==> src/rtl/dot_product_engine_if.sv <==
//------------------------------------------------------------------------------
// Module   : dot_product_engine_if
// Brief    : Command/status bundle between the command decoder and the
//            dot-product core (vector writes, start, busy/done, result).
// Revision : 1.0 - initial release
//------------------------------------------------------------------------------
`default_nettype none

interface dot_product_engine_if #(
   parameter int N  = 4,
   parameter int DW = 8
);
   localparam int IW = $clog2(N);
   localparam int RW = 2 * DW + IW;

   logic          wr_en;
   logic          wr_sel;
   logic [IW-1:0] wr_idx;
   logic [DW-1:0] wr_data;
   logic          clr;
   logic          signed_mode;
   logic          start;
   logic          busy;
   logic          done;
   logic [RW-1:0] result;

   modport master (
      output wr_en, wr_sel, wr_idx, wr_data, clr, signed_mode, start,
      input  busy, done, result
   );

   modport slave (
      input  wr_en, wr_sel, wr_idx, wr_data, clr, signed_mode, start,
      output busy, done, result
   );
endinterface

`default_nettype wire

==> src/rtl/dot_product_engine.sv <==
//------------------------------------------------------------------------------
// Module   : dot_product_engine
// Brief    : Sequential N-element dot product, one MAC per clock, busy/done
//            handshake. Define DP_SIGNED_EN to honour signed_mode.
// Revision : 1.0 - initial release
//------------------------------------------------------------------------------
`default_nettype none

module dot_product_engine #(
   parameter int N  = 4,
   parameter int DW = 8
) (
   input  wire logic             clk,
   input  wire logic             btnc,
   dot_product_engine_if.slave   dp
);
   localparam int IW = $clog2(N);
   localparam int RW = 2 * DW + IW;
   localparam logic [IW-1:0] LAST_IDX = IW'(N - 1);

   typedef enum logic [0:0] {
      IDLE = 1'b0,
      RUN  = 1'b1
   } state_t;

   state_t          state_q, state_d;
   logic [DW-1:0]   a_q [N];
   logic [DW-1:0]   a_d [N];
   logic [DW-1:0]   b_q [N];
   logic [DW-1:0]   b_d [N];
   logic [RW-1:0]   acc_q, acc_d;
   logic [RW-1:0]   result_q, result_d;
   logic [IW-1:0]   idx_q, idx_d;
   logic            busy_q, busy_d;
   logic            done_q, done_d;
   logic            idx_ok;
   logic [2*DW-1:0] prod;
   logic [RW-1:0]   prod_ext;

`ifdef DP_SIGNED_EN
   logic            sgn_q, sgn_d;
`else
   logic            unused_signed_mode;
   assign unused_signed_mode = dp.signed_mode;
`endif

   // Low 2*DW bits of the product of sign-extended operands equal the signed product.
   always_comb begin
      prod     = {{DW{1'b0}}, a_q[idx_q]} * {{DW{1'b0}}, b_q[idx_q]};
      prod_ext = {{IW{1'b0}}, prod};
`ifdef DP_SIGNED_EN
      if (sgn_q) begin
         prod     = {{DW{a_q[idx_q][DW-1]}}, a_q[idx_q]} *
                    {{DW{b_q[idx_q][DW-1]}}, b_q[idx_q]};
         prod_ext = {{IW{prod[2*DW-1]}}, prod};
      end
`endif
   end

   always_comb begin
      state_d  = state_q;
      a_d      = a_q;
      b_d      = b_q;
      acc_d    = acc_q;
      result_d = result_q;
      idx_d    = idx_q;
      busy_d   = busy_q;
      done_d   = 1'b0;
      idx_ok   = (int'(dp.wr_idx) < N);
`ifdef DP_SIGNED_EN
      sgn_d    = sgn_q;
`endif
      case (state_q)
         IDLE: begin
            if (dp.clr) begin
               a_d = '{default: '0};
               b_d = '{default: '0};
            end else if (dp.wr_en && idx_ok) begin
               if (dp.wr_sel) b_d[dp.wr_idx] = dp.wr_data;
               else           a_d[dp.wr_idx] = dp.wr_data;
            end
            if (dp.start) begin
               state_d = RUN;
               acc_d   = '0;
               idx_d   = '0;
               busy_d  = 1'b1;
`ifdef DP_SIGNED_EN
               sgn_d   = dp.signed_mode;
`endif
            end
         end
         RUN: begin
            acc_d = acc_q + prod_ext;
            if (idx_q == LAST_IDX) begin
               result_d = acc_d;
               done_d   = 1'b1;
               busy_d   = 1'b0;
               state_d  = IDLE;
            end else begin
               idx_d = idx_q + 1'b1;
            end
         end
         default: state_d = IDLE;
      endcase
   end

   always_ff @(posedge clk or posedge btnc) begin
      if (btnc) begin
         state_q  <= IDLE;
         a_q      <= '{default: '0};
         b_q      <= '{default: '0};
         acc_q    <= '0;
         result_q <= '0;
         idx_q    <= '0;
         busy_q   <= 1'b0;
         done_q   <= 1'b0;
`ifdef DP_SIGNED_EN
         sgn_q    <= 1'b0;
`endif
      end else begin
         state_q  <= state_d;
         a_q      <= a_d;
         b_q      <= b_d;
         acc_q    <= acc_d;
         result_q <= result_d;
         idx_q    <= idx_d;
         busy_q   <= busy_d;
         done_q   <= done_d;
`ifdef DP_SIGNED_EN
         sgn_q    <= sgn_d;
`endif
      end
   end

   assign dp.busy   = busy_q;
   assign dp.done   = done_q;
   assign dp.result = result_q;

endmodule

`default_nettype wire
==> src/flat_wrapper.sv <==
// flat-port wrapper written by rule: the top's interface ports become plain ports
module dot_product_engine_flat 
#(
   parameter int N  = 4,
   parameter int DW = 8
)
  (clk, btnc, dp_wr_en, dp_wr_sel, dp_wr_idx, dp_wr_data, dp_clr, dp_signed_mode, dp_start, dp_busy, dp_done, dp_result);
  dot_product_engine_if #(.N(N), .DW(DW)) dp_i ();
  input  wire logic clk;
  input  wire logic btnc;
  input wire logic [$bits(dp_i.wr_en)-1:0] dp_wr_en;
  input wire logic [$bits(dp_i.wr_sel)-1:0] dp_wr_sel;
  input wire logic [$bits(dp_i.wr_idx)-1:0] dp_wr_idx;
  input wire logic [$bits(dp_i.wr_data)-1:0] dp_wr_data;
  input wire logic [$bits(dp_i.clr)-1:0] dp_clr;
  input wire logic [$bits(dp_i.signed_mode)-1:0] dp_signed_mode;
  input wire logic [$bits(dp_i.start)-1:0] dp_start;
  output wire logic [$bits(dp_i.busy)-1:0] dp_busy;
  output wire logic [$bits(dp_i.done)-1:0] dp_done;
  output wire logic [$bits(dp_i.result)-1:0] dp_result;
  assign dp_i.wr_en = dp_wr_en;
  assign dp_i.wr_sel = dp_wr_sel;
  assign dp_i.wr_idx = dp_wr_idx;
  assign dp_i.wr_data = dp_wr_data;
  assign dp_i.clr = dp_clr;
  assign dp_i.signed_mode = dp_signed_mode;
  assign dp_i.start = dp_start;
  assign dp_busy = dp_i.busy;
  assign dp_done = dp_i.done;
  assign dp_result = dp_i.result;
  dot_product_engine #(.N(N), .DW(DW)) u_core (.clk(clk), .btnc(btnc), .dp(dp_i));
endmodule
==> config.mk <==
export PLATFORM = sky130hd
export DESIGN_NAME = dot_product_engine_flat
export DESIGN_NICKNAME = d
export VERILOG_FILES = /design/src/rtl/dot_product_engine_if.sv /design/src/rtl/dot_product_engine.sv /design/src/flat_wrapper.sv
export SDC_FILE = /design/constraint.sdc
export NUM_CORES = 1
export LEC_CHECK = 0
export ABC_AREA = 0
export ABC_CLOCK_PERIOD_IN_PS = 6500
export BUFFER_PORTS_ARGS = -buffer_cell sky130_fd_sc_hd__buf_2
export CAP_MARGIN = 20
export CORE_ASPECT_RATIO = 2
export CORE_MARGIN = 1
export CORE_UTILIZATION = 40
export CTS_BUF_LIST = sky130_fd_sc_hd__clkbuf_8
export CTS_CLUSTER_DIAMETER = 100
export CTS_CLUSTER_SIZE = 16
export DETAILED_ROUTE_END_ITERATION = 10
export GPL_ROUTABILITY_DRIVEN = 1
export PLACE_DENSITY = 0.66
export SLEW_MARGIN = 10
export SYNTH_ARGS = -nofsm -noshare
export SYNTH_HDL_FRONTEND = slang
export SYNTH_SLANG_ARGS = --single-unit
==> constraint.sdc <==
create_clock -name clk -period 6.5 [get_ports clk]
set_input_delay 1.3 -clock clk [delete_from_list [all_inputs] [get_ports clk]]
set_output_delay 1.3 -clock clk [all_outputs]
set_load 0.01 [all_outputs]
==> results of run 1 <==
## Yosys cell counts, types with 8 or more instances
library cell  instances  share of area [%]
inv_1                99                5.3
nor2b_1              10               0.88
a22o_1               62                7.7
mux4_2               16                5.1
clkbuf_1             21                1.1
buf_1                 8               0.42
dfrtp_1             105                 37
o31ai_1               8               0.85
a21o_1                8               0.85
nor2_1               11               0.58
and2_1               42                3.7
o21ai_0              10               0.71
nand2_1              79                4.2
ha_1                 41                7.3
a21oi_1              17                1.2
fa_1                 50                 14
o21ai_1               8               0.57
a32o_1                8                1.1
## power by group through the flow
stage | clock network (mW) | registers [mW] | logic [mW]
after detailed placement | 0 | 1.03 | 1.30
after global placement | 0 | 1.02 | 1.25
after global routing | 0.439 | 1.05 | 1.44
final | 0.400 | 1.02 | 1.28
after floorplan | 0 | 0.996 | 0.983
after CTS | 0.414 | 1.02 | 1.30
## through the flow
| step | instances | total power, mW | setup slack [ns] |
|---|---|---|---|
| after floorplan | 665 | 1.98 | 1.10 |
| after global placement | 880 | 2.27 | 0.806 |
| after detailed placement | 880 | 2.33 | 0.727 |
| after CTS | 896 | 2.73 | 0.703 |
| after global routing | 896 | 2.93 | 0.458 |
| final | 896 | 2.71 | 0.676 |
## worst max path at each step
stage,from,end,slack (ns),cells past startpoint
3_3_place_gp,u_core.idx_q[1],u_core.dp.result[15],0.81,14
5_1_grt,u_core.idx_q[1],u_core.dp.result[15],0.46,16
2_1_floorplan,u_core.idx_q[0],u_core.dp.result[17],1.10,17
3_5_place_dp,u_core.idx_q[1],u_core.dp.result[12],0.73,15
6_report,u_core.idx_q[1],u_core.dp.result[12],0.68,15
4_1_cts,u_core.idx_q[1],u_core.dp.result[12],0.70,15
## sequential cells by signal (all words and copies together) (netlist names)
signal / count
u_core.a_q: 32
u_core.b_q: 32
u_core.acc_q: 18
u_core.dp.result: 18
u_core.idx_q: 2
u_core.dp.busy: 1
u_core.dp.done: 1
u_core.state_q: 1
## metal layers
layer	track usage, %	wire length (um)	vias to the layer above
li1	-	-	2275
met1	19.9	5740	2547
met2	36.5	9220	80
met3	2.36	338	18
met4	6.49	267	0
met5	0	0	-
## worst max-delay path, cell delays in order (launching register included)
cell	delay [ns]
dfrtp_1	0.93
mux4_2	0.54
and2_1	0.22
fa_1	0.45
fa_1	0.55
inv_1	0.05
fa_1	0.47
fa_1	0.54
inv_1	0.04
ha_1	0.35
a21o_1	0.18
a21oi_1	0.30
a21oi_1	0.15
a211oi_2	0.46
xnor2_1	0.18
mux2_2	0.29
## layout make-up
class / instances / area (sq um) / area share, %
multi-input combinational: 426 / 3930 / 51.8
tap: 210 / 263 / 3.46
inverter: 99 / 374 / 4.93
clock buffer: 9 / 124 / 1.63
timing repair buffer: 40 / 213 / 2.80
sequential: 105 / 2630 / 34.6
clock inverter: 7 / 58.8 / 0.774
## cells by family after synthesis
logic type | synth area share, %
flops | 37.2
compound gates | 14.8
fa+ha+maj | 21.4
mux | 6.09
xor+xnor | 1.68
buf+inv | 7.31
simple gates | 11.6
## cell usage in the layout (no fill, tap or decap), drive strengths merged, types with 2 or more instances in the layout
cell     netlist  routed
a21o           8       8
a21oi         18      18
a22o          62      62
a32o           8       8
and2          43      43
buf           12      40
clkbuf        23       9
dfrtp        105     105
fa            50      50
ha            41      41
inv           99     105
mux2           5       5
mux4          16      16
nand2         79      79
nand2b         4       4
nand3          4       4
nand4          5       5
nor2          11      11
nor2b         10      10
nor3           2       2
o2111ai        3       3
o211ai         2       2
o21ai         18      18
o31ai          8       8
or3            2       2
xnor2          7       7
xor2           4       4
==> results.yml, run 1 <==
yosys:
  synthFlopType: "dfrtp_1"
  synth-async-reset-ratio_pct: 100
  synth_edf_count: 0
  synth.avg_cell_area_sq_um: 10.6
  yosysSeqAreaShare_pct: 37.2
  ys_warn_count: 0
  syn_nets: 773
  ys_seq_elements: 105
  syn_area_sq_mm: 0.00707
  synthCells: 665
  netlist-cell-type-count: 50
sta:
  worst_pin_slew_ns: 0.966
  hold_viol: 0
  tns_ns: 0
  finalSetupViolCount: 0
  clock_skew_ns: 0.0186
  slew_headroom_pct: 35.1
  drv_slew: 0
  clock.fmax_mhz: 172
  hold_slack_ns: 0.477
  fin_crit_sh_pct: 89.6
  rsz0062_at_grt: "no"
  fin_crit_ns: 5.82
power_and_ir_drop:
  p_seq_share_pct: 37.8
  clock_power_share_pct: 14.8
  combPwrFrac_pct: 47.4
  pwr_density_cell_mw_per_mm2: 356
  ir_drop_mv: 0.159
  p_int_mw: 1.57
  swShare_pct: 42.0
  cellLeakagePower_nw: 3.96
  power.switching_mw: 1.14
critical_path:
  start_kind: "flip-flop"
  timing.reg2reg.setup_slack_ns: 0.68
  r2r_cells: 15
  arrival_ns: 6.10
  crit_fanout: 18
  end_kind: "flip-flop"
  crit_required_ns: 6.78
  timing.rr.end: "u_core.dp.result[12]"
  worst-setup-path-type: "reg2reg"
  r2r-start: "u_core.idx_q[1]"
layout:
  diodes: 0
  nFillCells: 1645
  fin_util_pct: 44.0
  stdcell_area_sq_mm: 0.00759
  final_nets: 789
  drive_gt1_share_pct: 12.1
  syn2layout_area_growth_pct: 7.38
detailed_routing:
  ant_nets: 0
  dr.first_iter.drc_count: 232
  routed_wl_um: 15600
  first_pass_iters: 4
  vias: 4920
  drc_errors: 0
  via_per_inst: 5.49
  wl_per_cell_um: 17.4
hold_path:
  min_path_type: "reg2reg"
  holdCritStartpoint: "u_core.dp.result[0]"
  holdPathStages: 2
  holdPathEnd: "u_core.dp.result[0]"
clock_tree:
  cts_buffers: 9
  postCtsHoldBufs: 0
  cts-resized-gates: 0
  path_clk_slew_ns: 0.11
  clk_latency_ns: 0.40
  ctsRootBufferMaster: "clkbuf_8"
  cts.sinks: 105
  post_cts_buffers: 0
  cts_max_level: 3
  clockBufferDepth: 2
  cts_tree: "yes"
placement:
  place_hpwl_um: 12300
  gp_congestion: 0.845
  place_area_sq_mm: 0.00741
  portBuffers: 35
run_status:
  status: "complete, no violations"
floorplanning:
  dieArea_sq_mm: 0.0182
  ioPinCount: 37
  core-area_sq_mm: 0.0173
  rows: 68
  initial_core_util_pct: 40.9
  die_width_um: 96.0
  die-height_um: 190
run:
  cap_violations: 0
global_route:
  grt.total_usage_pct: 18.8
  overflow: 0
  grt_pass1_wl_um: 26300
  antenna_found_initial: 0
  grt_max_degree: 67
  grt_pass1_vias: 5263
No activity file was read; power rests on OpenSTA's default activity.
==> inputs of run 2 (changes only) <==
Settings changed: ABC_CLOCK_PERIOD_IN_PS 6500 to 4750, CORE_UTILIZATION 40 to 52, PLACE_DENSITY 0.66 to 0.82.
Clock period 6.5 ns to 4.75 ns, I/O delays scaled along.
==> run 2 against run 1 <==
The flow now finishes with violations (design-rule violations, negative setup slack); worst setup slack worse by 1.3 ns; non-clock buffer count up 142; cell area rose by 20%; worst hold slack about the same; largest power group unchanged.
==> results.yml, run 2 (synthesized netlist as in run 1, its figures left out) <==
run_status:
  status: "finished, violations left"
  violations: "design-rule violations, negative setup slack"
clock_tree:
  ctsRootBufferMaster: "clkbuf_8"
  cts_buffers: 9
  cts_tree: "yes"
  clockBufferDepth: 2
  cts.sinks: 105
  path_clk_slew_ns: 0.11
  clk_latency_ns: 0.40
  cts_max_level: 3
floorplanning:
  initial_core_util_pct: 52.9
  ioPinCount: 37
  die_width_um: 84.5
  dieArea_sq_mm: 0.0141
  rows: 60
  core-area_sq_mm: 0.0134
  die-height_um: 167
sta:
  drv_slew: 0
  tns_ns: -9.37
  finalSetupViolCount: 21
  clock_skew_ns: 0.0216
  fin_crit_sh_pct: 113
  worst_pin_slew_ns: 1.10
  fin_crit_ns: 5.37
  clock.fmax_mhz: 186
  setup_slack_ns: -0.615
  rsz0062_at_grt: "yes"
  slew_headroom_pct: 26.2
  hold_viol: 0
global_route:
  grt.total_usage_pct: 28.8
  grt_pass1_wl_um: 31000
  grt_pass1_vias: 6365
  antenna_found_initial: 0
  overflow: 0
  grt_max_degree: 73
critical_path:
  critPathMaxStageDelay_ns: 0.57
  crit_top_cell: "fa_1"
  worst-setup-path-type: "reg2reg"
  path_cells: "buf_12 > buf_12 > buf_6 > mux4_2 > buf_6 > nand2_4 > fa_1 > inv_2 > fa_1 > fa_1 > fa_1 > ha_4 > buf_6 > nand4_1 > a21oi_2 > a211oi_4 > buf_4 > or4_4 > nand3_2"
  critPathSlowestCell: "fa_1"
  end_kind: "flip-flop"
  arrival_ns: 5.70
  start_kind: "flip-flop"
  crit_fanout: 5
  crit_required_ns: 5.09
placement:
  place_hpwl_um: 13900
  gp_congestion: 0.875
  portBuffers: 35
  dp_cells: 926
  place_ws_ns: -0.587
detailed_routing:
  vias: 5907
  dr.first_iter.drc_count: 272
  wl_per_cell_um: 20.7
  ant_nets: 0
  first_pass_iters: 8
  routed_wl_um: 20400
  via_per_inst: 6.01
  drc_errors: 11
layout:
  seq_area_sq_mm: 0.00263
  multi_input_area_sq_mm: 0.00429
  final_nets: 931
  fin_cells: 983
  top_regs: "u_core.a_q: 32 flops, u_core.b_q: 32 flops"
  diodes: 0
  final_cell_mix: "121 x buf_4, 104 x dfrtp_1, 80 x inv_1"
  fin_util_pct: 68.1
  drive_gt1_share_pct: 36.6
  syn2layout_area_growth_pct: 28.7
  nFillCells: 875
  final_common_cell: "buf_4"
power_and_ir_drop:
  fin_total_pwr_mw: 5.00
  ir_drop_mv: 0.267
  cellLeakagePower_nw: 4.77
  pwr_density_cell_mw_per_mm2: 549
run:
  cap_violations: 0
hold_path:
  min_path_type: "reg2reg"
-- run 2: cell types whose count changed in the layout (fill, tap and decap cells not counted), moves of 10 or more --
cell	delta
and2_1	-11
and2_4	+11
buf_4	+116
buf_6	+21
ha_1	-14
ha_4	+11
inv_1	-19
inv_2	+18
nand2_1	-11
nand2_2	+10
-- run 2: final cells by class --
class | count | area share (%)
clock buffer | 10 | 1.51
clock inverter | 6 | 0.564
inverter | 99 | 4.11
multi-input combinational | 426 | 47.2
sequential | 105 | 28.9
tap | 155 | 2.13
timing repair buffer | 182 | 15.6
-- run 2: repair_timing --
action                                  4_1_cts  5_1_grt
endpoints found under the setup margin       17       23
pin swaps                                    47       37
resized for setup                            47       42
hold buffers                                  0        0
setup buffers                                22       20
cloned                                        1        0
-- run 2: metrics by stage --
| step | hold WS (ns) | cell area, sq um |
|---|---|---|
| after floorplan | 0.461 | 7220 |
| after global placement | 0.454 | 8260 |
| after detailed placement | 0.458 | 8260 |
| after CTS | 0.485 | 8810 |
| after global routing | 0.500 | 9100 |
| final | 0.477 | 9100 |
-- run 2: worst paths after layout --
path,start,to,slack (ns),cells after the start
worst max-delay path,u_core.idx_q[0],u_core.dp.result[16],-0.62,19
worst min-delay path,u_core.dp.result[9],u_core.dp.result[9],0.48,2
worst max register to register,u_core.idx_q[0],u_core.dp.result[16],-0.62,19
worst min register to register,u_core.dp.result[9],u_core.dp.result[9],0.48,2
max in group asynchronous,btnc,u_core.b_q[26],2.99,3
min in group asynchronous,btnc,u_core.a_q[22],0.73,2
-- run 2: where the power goes --
group / leakage [nW] / total, mW / switching [mW] / internal, mW
combinational: 3.26 / 3.03 / 1.46 / 1.57
sequential: 1.41 / 1.40 / 0.196 / 1.21
clock: 0.0923 / 0.566 / 0.353 / 0.213
-- run 2: per-layer routing --
metal	wire, um	track usage [%]	vias up	share of wire [%]
li1	-	-	2571	-
met3	708	3.12	120	3.5
met5	0	0	-	0
met4	1540	19.5	0	7.5
met1	6870	28.1	2968	34
met2	11300	55.4	248	55
-- run 2: worst max-delay path: cells and delay by family (launching register included) --
family | cells | cell delay [ns]
flip-flops | 1 | 0.46
adder cells (fa/ha/maj) | 5 | 2.50
AO/OA/AOI/OAI | 2 | 0.36
multiplexers | 1 | 0.37
buffers and inverters | 7 | 0.83
AND/OR/NAND/NOR | 4 | 0.76
